File: src/rtl/regfile_wb_arbiter.sv
// ============================================================================
// regfile_wb_arbiter: round-robin writeback arbiter with pending-write scoreboard
// Rev 1.0
// ============================================================================
`default_nettype none

module regfile_wb_arbiter #(
  parameter int NREQ  = 3,
  parameter int CNT_W = 2
) (
  input  logic              clk,
  input  logic              reset_n,
  input  logic [NREQ-1:0]   req_valid,
  output logic [NREQ-1:0]   req_ready,
  input  logic [5*NREQ-1:0] req_reg,
  input  logic [32*NREQ-1:0] req_data,
  output logic [4:0]        wreg,
  output logic [31:0]       wdata,
  output logic              wen,
  input  logic              sb_set,
  input  logic [4:0]        sb_reg,
  output logic              sb_full,
  input  logic [4:0]        rs1,
  input  logic [4:0]        rs2,
  output logic              busy1,
  output logic              busy2,
  input  logic              flush
);

  localparam int PW = (NREQ > 2) ? 2 : 1;

  logic [PW-1:0]               ptr_q, ptr_d;
  logic                        wen_q;
  logic [4:0]                  wreg_q;
  logic [31:0]                 wdata_q;
  logic [31:0][CNT_W-1:0]      cnt_q, cnt_d;

  logic                        w_gnt_vld;
  logic [PW-1:0]               w_gnt_idx;
  logic [4:0]                  w_gnt_reg;
  logic [31:0]                 w_gnt_data;
  logic                        w_inc;
  logic                        w_dec;
  logic                        w_full;

  // Rotating priority search starting at the pointer.
  always_comb begin
    int idx;
    idx        = 0;
    w_gnt_vld  = 1'b0;
    w_gnt_idx  = '0;
    w_gnt_reg  = '0;
    w_gnt_data = '0;
    req_ready  = '0;
    for (int k = 0; k < NREQ; k++) begin
      idx = (int'(ptr_q) + k) % NREQ;
      if (!w_gnt_vld && req_valid[idx]) begin
        w_gnt_vld  = 1'b1;
        w_gnt_idx  = PW'(idx);
        w_gnt_reg  = req_reg[5*idx +: 5];
        w_gnt_data = req_data[32*idx +: 32];
      end
    end
    if (!reset_n) begin
      w_gnt_vld = 1'b0;
    end
    if (w_gnt_vld) begin
      req_ready[w_gnt_idx] = 1'b1;
    end
  end

  always_comb begin
    ptr_d = ptr_q;
    if (w_gnt_vld) begin
      ptr_d = (w_gnt_idx == PW'(NREQ - 1)) ? '0 : w_gnt_idx + 1'b1;
    end
  end

  // A same-cycle retirement of sb_reg frees a slot, so saturation is not reported.
  assign w_dec  = w_gnt_vld && (w_gnt_reg != 5'd0);
  assign w_full = sb_set && (sb_reg != 5'd0) && (cnt_q[sb_reg] == '1) &&
                  !(w_dec && (w_gnt_reg == sb_reg));
  assign w_inc  = sb_set && (sb_reg != 5'd0) && !w_full;

  always_comb begin
    logic inc_r;
    logic dec_r;
    cnt_d = cnt_q;
    inc_r = 1'b0;
    dec_r = 1'b0;
    for (int r = 1; r < 32; r++) begin
      inc_r = w_inc && (sb_reg == 5'(r));
      dec_r = w_dec && (w_gnt_reg == 5'(r));
      if (flush) begin
        cnt_d[r] = '0;
      end else if (inc_r && !dec_r) begin
        cnt_d[r] = cnt_q[r] + 1'b1;
      end else if (dec_r && !inc_r && (cnt_q[r] != '0)) begin
        cnt_d[r] = cnt_q[r] - 1'b1;
      end
    end
    cnt_d[0] = '0;
  end

  always_ff @(posedge clk or negedge reset_n) begin
    if (!reset_n) begin
      ptr_q   <= '0;
      wen_q   <= 1'b0;
      wreg_q  <= '0;
      wdata_q <= '0;
      cnt_q   <= '0;
    end else begin
      ptr_q <= ptr_d;
      cnt_q <= cnt_d;
      wen_q <= w_dec;
      if (w_dec) begin
        wreg_q  <= w_gnt_reg;
        wdata_q <= w_gnt_data;
      end
    end
  end

  assign wen     = wen_q;
  assign wreg    = wreg_q;
  assign wdata   = wdata_q;
  assign sb_full = w_full;
  assign busy1   = (cnt_q[rs1] != '0);
  assign busy2   = (cnt_q[rs2] != '0);

`ifndef SYNTHESIS
  always @(posedge clk) begin
    if (reset_n) begin
      if (w_gnt_vld) begin
        $display("regfile_wb_arbiter: grant req %0d reg x%0d data %h",
                 w_gnt_idx, w_gnt_reg, w_gnt_data);
      end
      if (w_dec && !flush && !(w_inc && (sb_reg == w_gnt_reg)) &&
          (cnt_q[w_gnt_reg] == '0)) begin
        $display("regfile_wb_arbiter: warning, writeback to x%0d with no outstanding producer",
                 w_gnt_reg);
      end
    end
  end
`endif

endmodule

`default_nettype wire

File: config.mk
export PLATFORM = sky130hd
export DESIGN_NAME = regfile_wb_arbiter
export DESIGN_NICKNAME = d
export VERILOG_FILES = /design/src/rtl/regfile_wb_arbiter.sv
export SDC_FILE = /design/constraint.sdc
export NUM_CORES = 1
export LEC_CHECK = 0
export ABC_AREA = 1
export CAP_MARGIN = 20
export CORE_MARGIN = 2
export CORE_UTILIZATION = 39
export CTS_BUF_LIST = sky130_fd_sc_hd__clkbuf_4 sky130_fd_sc_hd__clkbuf_8
export DETAILED_ROUTE_END_ITERATION = 10
export GPL_TIMING_DRIVEN = 1
export HOLD_SLACK_MARGIN = 0.06
export PLACE_DENSITY = 0.67
export SYNTH_ARGS = -nofsm -noshare
export SYNTH_HDL_FRONTEND = slang
export SYNTH_SLANG_ARGS = --single-unit
File: constraint.sdc
create_clock -name clk -period 5.5 [get_ports clk]
set_input_delay 1.1 -clock clk [delete_from_list [all_inputs] [get_ports clk]]
set_output_delay 1.1 -clock clk [all_outputs]
set_load 0.02 [all_outputs]
==> flow_summary_export.csv <==
group,metric,value,unit
routing,routed_wirelength,45.1,mm
routing,antenna_left,0,
timing,fmax,192,MHz
cts,path_clk_slew,0.11,ns
die,pin_count,177,
yosys,synth_xor_area_share,0.393,%
yosys,synth_edf_count,0,
timing,hold_viol_final,0,
setup_path,cp-end-kind,"primary output",
timing,post-route-min-period,5.20,ns
yosys,synth-simple-area-share,43.1,%
pwr,ir_worst_vdd,0.536,mV
timing,setup_viol,0,
timing,finClkSkew,0.0217,ns
setup_path,cp_max_fo,7,
hold_path,hold_depth,2,
setup_path,critical_path_class,"register to primary output",
status,status,"finished, final reports clean",
yosys,post_synth_num_cell_types,46,
setup_path,r2r_start,"ptr_q[0]",
finish,insertedDiodeCount,0,
setup_path,slowest_stage,"dfrtp_2",
placement,place_hpwl,32.4,mm
setup_path,worst-path-buf-inv,7,
pwr,power.density,558,nW/um^2
yosys,ys_ff_latch,102,
routing,wire_per_inst,18.9,um
timing,rsz0062_at_grt,"yes",
yosys,syn_area,11100,um^2
die,rows,61,
global_route,grt_first_pass_wirelength,71.6,mm
finish,finalNonFillerCells,2387,
timing,slew_viol_final,0,
yosys,muxShareOfSynthArea,0,%
placement,portBuffers,176,
flow_run,drv_cap,0,
setup_path,ff2ff_path_depth,31,
die,die_h,173,um
die,die_area,29900,um^2
cts,cts_tree,"done",
yosys,synth_cells,1870,
pwr,p_total,7580,uW
hold_path,worstHoldStart,"wreg[3]",
cts,numCtsBuffers,9,
routing,drt_iter0_markers,1701,
cts,worstSkewPairLatency,0.41,ns
global_route,grt_pass1_vias,13000,
hold_path,holdCritPathClass,"register to register",
yosys,synth_top_family_by_area,"simple AND/OR/NAND/NOR gates",
yosys,yosysSeqAreaShare,22.9,%
cts,cts_max_level,3,
timing,finalSetupTns,0,ns
yosys,synth_common_cells,"nand2_1, nor2_1, inv_1",
timing,worst_pin_slew,0.957,ns
yosys,yosys.area.top_type,"dfrtp_1",
placement,finalWeightedCongestion,0.976,
global_route,antenna_found_initial,0,
cts,ctsHoldBuffers,0,
yosys,synth_top_flop_cell,"dfrtp_1",
routing,vias,14100,
pwr,p_leak,0.00611,uW
routing,first_pass_iters,7,
setup_path,crit_required,4.40,ns
global_route,grt_start_max_net_pins,89,
setup_path,cp.arrival,4.10,ns
die,die_w,173,um
timing,fin_crit_sh,94.5,%
yosys,async_reset_ff_share,100,%
cts,cts.sinks,102,
die,start_util,39.9,%
global_route,grt_remaining_overflow,0,
routing,drc,0,
setup_path,critPathLaunchType,"register",
timing,slew_headroom,36.2,%
setup_path,cp-startpoint,"ptr_q[0]",
finish,syn2layout_area_growth,22.0,%
setup_path,cpLargestDelayFamily,"simple AND/OR/NAND/NOR gates",
yosys,synth_top_area_share,22.9,%
yosys,ys_warn_count,0,
cts,cts_root_buf,"clkbuf_8",
yosys,synth_fp_nets,2016,
die,core-area,27900,um^2
setup_path,max_stage_delay,0.47,ns
yosys,synth_compound_area_share,20.6,%
yosys,avgSynthCellArea,5.95,um^2
routing,vias_per_cell,5.90,
global_route,gr-usage-all-layers,29.4,%
placement,placed_cells,2361,
finish,nNetsFinal,2150,
yosys,yosys-top-cells-area,"dfrtp_1, nand2_1, nor2_1",
setup_path,cp_num_cells,28,
yosys,synth_adder_area_share,1.60,%
cts,clock_path_buffers,2,
finish,drive_above_1_share,7.37,%
yosys,synth.most_common_cell,"nand2_1",
worst reg2reg max path: cells and delay by family, from the launching register on:
family                   cells  cell delay (ns)
AO/OA/AOI/OAI                2             0.43
AND/OR/NAND/NOR             18             1.71
buffers and inverters        7             1.32
flip-flops                   1             0.47
adder cells (fa/ha/maj)      4             1.08
repair_timing:
action / CTS / global route
hold endpoints to repair: 0 / 0
buffers inserted: 0 / 8
gates resized for setup: 8 / 17
pin swaps: 0 / 5
endpoints found under the setup margin: 1 / 34
logic make-up (layout without fill, tap and decap cells):
group / Yosys count / count (layout)
AO/OA/AOI/OAI: 365 / 365
XOR/XNOR: 5 / 5
adder cells (fa/ha/maj): 13 / 13
buffers and inverters: 313 / 452
flip-flops: 102 / 102
AND/OR/NAND/NOR: 1072 / 1072
flip-flops by register name, indices dropped and copies added (netlist names):
register and flops:
wen 1, wdata 32, cnt_q 62, ptr_q 2
wreg 5
stage by stage:
stage / hold slack [ns] / utilization (%) / setup slack, ns / cell area [um^2]
after floorplan: 0.501 / - / 0.504 / 11100
after global routing: 0.601 / 48.6 / -0.0646 / 13600
after CTS: 0.562 / 48.1 / 0.0175 / 13400
final: 0.553 / 48.6 / 0.303 / 13600
after detailed placement: 0.526 / 47.3 / 0.00320 / 13200
after global placement: 0.514 / 47.3 / 0.0997 / 13200
power breakdown:
group | switching, uW | internal, uW | leakage (uW)
clock network | 334 | 191 | 0.000104
registers | 197 | 1020 | 0.00125
logic | 3920 | 1930 | 0.00476
total | 4450 | 3130 | 0.00611
final timing paths:
check	to	slack, ns
max	sb_full	0.30
min	wreg[3]	0.55
min reg2reg	wreg[3]	0.55
max in group asynchronous	cnt_q[55]	3.47
min in group asynchronous	ptr_q[1]	0.81
max reg2reg	cnt_q[16]	0.41
final cells by class:
class,instances,area [um^2]
Multi-Input combinational cell,1455,7380
Timing Repair Buffer,232,2210
Fill cell,2949,14300
Clock inverter,6,65.1
Tap cell,378,473
Inverter,204,772
Clock buffer,10,138
Sequential cell,102,2550
cells in the final DEF (no fill, tap or decap), types with 5 or more instances in the layout:
| cell type | n |
|---|---|
| nand3_1 | 191 |
| nor2_1 | 263 |
| inv_2 | 9 |
| buf_4 | 53 |
| nand3_2 | 25 |
| nand4_1 | 107 |
| a221oi_1 | 7 |
| a21oi_1 | 38 |
| o22ai_1 | 53 |
| clkdlybuf4s50_1 | 174 |
| a22oi_1 | 16 |
| dfrtp_1 | 100 |
| nor2_2 | 5 |
| nand2_1 | 447 |
| clkbuf_8 | 10 |
| nand2_2 | 10 |
| ha_1 | 9 |
| o21ai_0 | 147 |
| o21ai_1 | 9 |
| o221ai_1 | 34 |
| o211ai_1 | 11 |
| inv_1 | 190 |
| a41oi_1 | 33 |
| nor3_1 | 6 |
per-layer routing:
layer | GRT usage [%] | wire length [um] | vias up
li1 | - | - | 6689
met1 | 40.5 | 19300 | 6506
met2 | 45.4 | 19800 | 806
met3 | 7.26 | 4980 | 85
met4 | 8.90 | 995 | 0
met5 | 0 | 0 | -
Note: power is estimated with default switching activity, not from simulation.
